==> config.mk <==
export PLATFORM = sky130hd
export DESIGN_NAME = grf_wb_tracer
export DESIGN_NICKNAME = d
export VERILOG_FILES = /design/src/rtl/grf_wb_tracer.sv
export SDC_FILE = /design/constraint.sdc
export NUM_CORES = 2
export LEC_CHECK = 0
export ABC_AREA = 1
export ABC_CLOCK_PERIOD_IN_PS = 52400
export BUFFER_PORTS_ARGS = -buffer_cell sky130_fd_sc_hd__buf_2
export CORE_ASPECT_RATIO = 0.75
export CORE_MARGIN = 5
export CORE_UTILIZATION = 40
export CTS_CLUSTER_SIZE = 12
export DETAILED_ROUTE_END_ITERATION = 8
export GPL_ROUTABILITY_DRIVEN = 0
export SETUP_SLACK_MARGIN = 0.5
export SYNTH_ARGS = -nofsm -noshare
export SYNTH_HDL_FRONTEND = slang
export SYNTH_SLANG_ARGS = --single-unit
==> constraint.sdc <==
create_clock -name clk -period 52.4 [get_ports clk]
set_clock_uncertainty 0.2 [all_clocks]
set_input_delay 5.24 -clock clk [delete_from_list [all_inputs] [get_ports clk]]
set_output_delay 5.24 -clock clk [all_outputs]
set_load 0.01 [all_outputs]
==> src/rtl/grf_wb_tracer.sv <==
// grf_wb_tracer: captures GRF writeback events into a FIFO stream, keeps a 32-entry shadow register file, and counts dropped events.
// Optional build macro GRF_TRACE_DEDUP_EN suppresses events whose data matches the current shadow value.
module grf_wb_tracer #(
  parameter int DEPTH  = 8,
  parameter int DROP_W = 16
) (
  input  logic                       clk,
  input  logic                       reset,
  input  logic                       w_grf_we,
  input  logic [4:0]                 w_grf_addr,
  input  logic [31:0]                w_grf_wdata,
  input  logic [31:0]                w_inst_addr,
  output logic                       out_valid,
  input  logic                       out_ready,
  output logic [31:0]                out_pc,
  output logic [4:0]                 out_addr,
  output logic [31:0]                out_data,
  output logic [$clog2(DEPTH):0]     count,
  output logic                       full,
  output logic                       overflow,
  output logic [DROP_W-1:0]          drop_cnt,
  input  logic [4:0]                 rd_addr,
  output logic [31:0]                rd_data
);
  localparam int AW = $clog2(DEPTH);
  localparam int CW = AW + 1;
  logic [68:0]   mem [DEPTH];
  logic [31:0]   shadow [32];
  logic [AW-1:0] wptr, rptr;
  logic          qual, dup, ev, pop, push, drop;
  assign qual = w_grf_we && (w_grf_addr != 5'd0);
`ifdef GRF_TRACE_DEDUP_EN
  assign dup = w_grf_wdata == shadow[w_grf_addr];
`else
  assign dup = 1'b0;
`endif
  assign ev        = qual && !dup;
  assign out_valid = count != '0;
  assign full      = count == CW'(DEPTH);
  assign pop       = out_valid && out_ready;
  // a pop on the same edge frees the slot, so a full FIFO can still accept
  assign push      = ev && (!full || pop);
  assign drop      = ev && full && !pop;
  assign out_pc    = out_valid ? mem[rptr][68:37] : '0;
  assign out_addr  = out_valid ? mem[rptr][36:32] : '0;
  assign out_data  = out_valid ? mem[rptr][31:0]  : '0;
  assign rd_data   = rd_addr == 5'd0 ? '0 :
                     (qual && rd_addr == w_grf_addr) ? w_grf_wdata : shadow[rd_addr];
  always_ff @(posedge clk) if (push) mem[wptr] <= {w_inst_addr, w_grf_addr, w_grf_wdata};
  always_ff @(posedge clk or posedge reset) begin
    if (reset) begin
      wptr     <= '0;
      rptr     <= '0;
      count    <= '0;
      overflow <= 1'b0;
      drop_cnt <= '0;
      for (int i = 0; i < 32; i++) shadow[i] <= '0;
    end else begin
      if (push) wptr <= wptr + 1'b1;
      if (pop) rptr <= rptr + 1'b1;
      count <= count + CW'(push) - CW'(pop);
      if (drop) overflow <= 1'b1;
      if (drop && !(&drop_cnt)) drop_cnt <= drop_cnt + 1'b1;
      if (qual) shadow[w_grf_addr] <= w_grf_wdata;
    end
  end
endmodule

-- Yosys cells after proc, flatten, opt, wreduce, memory -nomap -nowiden
Memories as Yosys holds them, arrays and structs flattened.
Cells that the tools add are included.
- $lt $le $gt $ge: 3
- eq/ne operators: 2
- reduce and logical (&&, ||, !) cells: 16
- muxes and demuxes: 13
- bitwise operators: 2
- add/sub/neg operators: 5
- operator list (kind ; count):
    1024-bit bitwise mux ; 1
    32-bit two-way mux ; 7
    32-bit binary-select mux with 5-bit select ; 1
    32-bit demux with 5-bit select ; 1
    16-bit by 1-bit adder with 16-bit output, second input constant ; 1
    16-bit AND reduction ; 1
    6-bit greater-or-equal comparator, second input constant ; 2
    5-bit inverter with 6-bit output ; 2
    1-bit logical AND ; 8
    3-bit by 1-bit adder with 3-bit output, second input constant ; 2
    6-bit by 1-bit < comparator with 1-bit output, second input constant ; 1
    5-bit == test ; 1
    5-bit zero test ; 1
    5-bit two-way mux ; 1
    5-bit nonzero test ; 1
    4-bit by 1-bit adder with 4-bit output ; 1
    4-bit == test, second input constant ; 1
    4-bit nonzero test ; 1
    4-bit by 1-bit subtractor with 4-bit output ; 1
    1-bit zero test ; 3
    1-bit two-way mux ; 2
    1-bit logical OR ; 1
- memories: 1
- register bits after elaboration: 1051
- memory bits (writable): 552
- logic and storage cells: 79
- input port bits: 78
- output and inout port bits: 124
- memories (memory ; words ; width ; read ports ; clocked after Yosys merged registers in ; wr ports ; line ; source):
    mem ; 8 ; 69 ; 1 ; 0 ; 1 ; 27 ; logic [68:0] mem [DEPTH];

-- Logic depth before layout (Yosys ltp)
- depth after elaboration: 6
- mapped depth: 13
- depth with buffers taken out: 13

-- Least setup slack after synthesis
No wires, ideal clock.
- path type: input port to output port
- start point: input port rd_addr[0]
- end point: output port rd_data[3]
- path slack: 40.277 ns
- data required time: 46.960 ns
- buffers on the path: 3
- cell stages on the path: 10
- arrival time: 6.683 ns
- cell sequence: buf_2 > inv_2 > clkbuf_1 > clkbuf_1 > o21ai_0 > o211ai_1 > nand3_1 > nand2_1 > nand2_1 > a21oi_1
- longest elaborated chain between the ends: 6
- elaborated cells on any way between the ends: 9
- classes of those cells: eq/ne (1); mux (5); bitwise (1); reduce/logical (2)
- RTL lines (element ; line ; source):
    from (decl) ; 22 ; input logic [4:0] rd_addr,
    5-bit inverter with 6-bit output (implied by the code) ; 48 ; (qual && rd_addr == w_grf_addr) ? w_grf_wdata : shadow[rd_addr];
    32-bit binary-select mux with 5-bit select ; 48 ;
    32-bit two-way mux (implied by the code) (2 in a row) ; 48 ;
    32-bit two-way mux ; 48 ;
    32-bit two-way mux (*) ; 47 ; assign rd_data = rd_addr == 5'd0 ? '0 :
    to (decl) ; 23 ; output logic [31:0] rd_data
Every way passes the cells marked *; elsewhere a longest branch is shown, timed or not. The select of a mux whose other input is x is not followed.

-- Worst setup path in the final report
- start point: input port rd_addr[0]
- end point: output port rd_data[7]
Same word-level chain as after synthesis.

==> impl_summary.txt <==
----------------------------------------------------
[Outcome]
  Run status ... finished, final reports clean

[Global route]
  Number of antenna violations at the first check in global routing ... 13
  Maximum number of pins on one net before global-route repair ... slightly below 200
  First-pass GRT wire length ... 331 mm
  Number of global-route vias before repair ... around 51,000
  Overflow left after global routing ... 0
  Combined global-route utilization of all metal layers ... around a quarter

[Drt]
  DRC errors left ... 0
  Met2 routed wirelength ... ~99 mm
  Met3 Wirelength ... 15.1 mm
  DRT Pass-1 Iters ... 8
  Initial detailed-routing violation count ... ~6,500
  Routed wire length per instance ... 21.9 um
  Length of routed wiring on met1 ... between 90 and 100 mm
  Antenna violation net count after detailed routing ... 0
  Overall routed net length ... ~220 mm
  Via count normalized by instance count ... 5.47
  Top Layer Used ... met5
  Routed vias ... ~54,000

[Critical path]
  Worst Reg-to-Reg Cells ... 11
  Reg-to-reg startpoint ... count[3]$_DFF_PP0_
  Worst reg2reg path endpoint ... mem[4][66]$_DFFE_PP_
  R2r setup slk ... approximately 48 ns
  Required @ worst endpoint ... roughly 47 ns
  Crit Path Class ... input pin to output port
  Arr. time, crit path ... roughly 9.6 ns
  Peak fanout along the critical path ... around 100
  CP endpoint kind ... output port
  Startpoint class of the critical path ... input pin

[Clocking]
  Insertion delay to the later sink of the worst-skew pair ... 0.81 ns
  Clock-pin slew on the worst setup and hold paths ... 0.06 ns
  Post-CTS setup buffer count ... 0
  Count of instances resized after the clock tree is built ... 0
  CTS tree ... built
  Htree depth ... 4
  Root buffer cell ... clkbuf_16
  Number of buffers between clock root and the deepest sink ... 3
  Clk sinks ... between 1,500 and 2,000
  Number of buffers added by the clock tree synthesis step ... 166
  Hold buffer count at CTS ... 0

[Placed design]
  PortBufs ... around 200
  Placed instance count ... 9,607
  HPWL after detailed placement ... ~120 mm
  Placement-stage cell area ... ~72,000 um2
  Setup Slack @ Placement ... about 37 ns

[Floorplanning]
  Placeable core region ... approximately 170,000 um2
  Die Ht ... between 300 and 400 um
  Die Span X ... approximately 490 um
  Cell row count ... around 130
  DIE AREA ... ~180,000 um2
  I/O pins ... 202
  Starting density of the core ... 40.3%

[STA]
  Tightest hold margin ... around 0.17 ns
  Post-route setup slack ... about 37 ns
  Total negative slack for setup checks ... 0 ns
  Tcrit/Tclk final ... about 29%
  Maximum achievable frequency ... roughly 67 MHz
  Final setup violation count ... 0
  Minimum clock period ... 14.99 ns
  Unrepaired setup endpoints after global routing ... no
  Slew Limit Headroom ... 14.8%
  Worst Tran Pin Value ... between 1 and 1.5 ns
  Endpoints failing hold ... 0
  Final max-slew violation count ... 0

[Yosys]
  Leading cell types by total area after synthesis ... dfrtp_1, edfxtp_1, o21ai_0, nand2_1, nor2_1
  Synthesized Nets ... 7,735
  Largest family of logic cells by synthesized area ... simple AND/OR/NAND/NOR gates
  Ys flop type ... dfrtp_1
  Cells after Synth ... around 7,600
  Mean cell area of the mapped netlist ... approximately 9 um2
  Synth Area in Simple Gates ... between 10% and 20%
  Post-synth ARST share ... roughly 66%
  Warnings, synthesis ... 0
  Number of distinct library cells after synthesis ... 31
  Mux cell area share after synthesis ... 0%
  Post-synth top area cell ... dfrtp_1
  Post-synthesis share of cell area spent on full adders, half adders and majority gates ... less than 1%
  Compound-gate portion of the synthesized area ... 15.0%
  Post-synthesis instance area ... around 70,000 um2
  Number of enable flip-flop cells after synthesis ... 552
  Fraction of post-synthesis cell area in the top cell type by area ... a little under two fifths
  Flops & latches, synth ... 1,603
  Most frequent cells after synthesis ... nand2_1, o21ai_0, dfrtp_1, nor2_1, edfxtp_1
  Sequential fraction of the synthesis area ... 61.6%
  Top-count cell post-synth ... nand2_1
  XOR/XNOR share of the synthesized area ... less than 1%

[Layout]
  Area grow syn2layout ... 10.9%
  Final design instance area without fill ... between 70,000 and 80,000 um2
  Number of nets in the finished design ... between 7,000 and 8,000
  Count of placed standard cells in the final layout, fillers left out ... 9,907
  Fraction of final layout cells sized beyond drive strength 1 ... under 10%

[Power and ir drop]
  Leakage power of the design ... between 30 and 40 nW
  Power share of the combinational group ... a little under a quarter
  Int Pwr ... between 2 and 2.5 mW
  Net Sw Frac ... 32.7%
  Maximum ir drop on the vdd rail ... ~40 uV
  Cell Pwr Density ... between 40 and 50 nW/um2
  Sequential power share ... 45.0%
  Switching power total ... 1.17 mW
  Clock Power Share ... between 30 and 40%

[Min path]
  Tightest Hold Check Type ... flop to flop
  Worst hold path startpoint ... shadow[1018]$_DFFE_PP0P_
  Number of cells traversed by the worst hold path ... 0
  Hold Crit Endpoint ... shadow[1018]$_DFFE_PP0P_

[Job]
  Max-capacitance violation count ... 0

----------------------------------------------------
-- stage by stage --
stage	utilization (%)	power, mW
6_report	44.7	3.57
5_1_grt	44.7	3.77
4_1_cts	44.7	3.60
3_5_place_dp	41.6	2.45
3_3_place_gp	41.6	2.44
2_1_floorplan	-	2.15
-- layout make-up --
cell class,instances,area [um2]
diodes,9,22.5
clock inverters,42,523
well taps,2278,2850
flip-flops and latches,1603,42900
inverters,369,1420
fillers,16531,95700
repair buffers,299,1780
multi-input cells,5058,23100
clock buffers,249,4700
-- metal layers --
| layer | vias up | global-route usage [%] |
|---|---|---|
| li1 | 25260 | - |
| met1 | 26534 | 32.7 |
| met2 | 2038 | 37.3 |
| met3 | 377 | 3.89 |
| met4 | 2 | 7.92 |
| met5 | - | 0 |
-- placed cells by master, fill, tap and decap left out, types with 3 or more instances in the layout --
cell and count:
nor2_4 14, nor3_1 14, clkbuf_1 60, inv_16 5, nor2_1 854, inv_4 3, xnor2_1 8, inv_8 4
o21ai_0 1499, a31oi_1 69, nor3b_1 3, inv_2 9, nand2_1 1648, edfxtp_1 552, clkinv_8 3, diode_2 9
dfrtp_1 1049, o22ai_1 69, xor2_1 13, or2_2 17, clkinv_16 5, clkinv_2 13, ha_1 8, o211ai_1 130
clkbuf_8 24, clkbuf_16 166, inv_1 352, bufinv_16 3, nor3_2 10, nand2_2 24, clkinv_1 10, nand2_4 3
a21oi_1 90, buf_2 198, o21ai_1 134, nand3_1 446, buf_4 98, inv_6 3
-- worst max-delay path by stage --
stage                from                  to  slack (ns)  cells after the start
2_1_floorplan       reset  count[0]$_DFF_PP0_       17.38                      1
3_5_place_dp   rd_addr[0]          rd_data[7]       37.43                     13
6_report       rd_addr[0]          rd_data[7]       37.41                     13
3_3_place_gp   rd_addr[0]          rd_data[7]       37.39                     13
4_1_cts        rd_addr[0]          rd_data[7]       37.42                     13
5_1_grt        rd_addr[0]          rd_data[7]       36.99                     13
-- sequential cells by signal (all words and copies together) (netlist names) --
signal    flops
shadow     1024
count         4
wptr          3
mem         552
drop_cnt     16
rptr          3
overflow      1
-- cell families after synthesis --
kind of cell | Yosys count
AOI/OAI and AO/OA | 1991
xor gates and xnor gates | 21
adders and majority gates | 9
buffers and inverters | 987
DFF | 1603
and+or+nand+nor | 3037
-- power by group through the flow --
stage	sequential (mW)	clock, mW	combinational [mW]
floorplan	1.61	0	0.545
global placement	1.62	0	0.812
detailed placement	1.63	0	0.825
CTS	1.61	1.17	0.826
global route	1.63	1.22	0.922
finish	1.61	1.15	0.818
-- worst max-delay path, stage by stage --
cell and delay, ns:
buf_8 0.30, buf_4 0.68, buf_4 0.95, buf_4 0.86, nor2_1 0.11, nor2_1 0.10
o21ai_0 0.09, nand3_1 0.11, nand3_1 0.08, nand3_1 0.11, nand2_1 0.07, a21oi_1 0.47
buf_2 0.24
(Power assumes the default switching activity.)
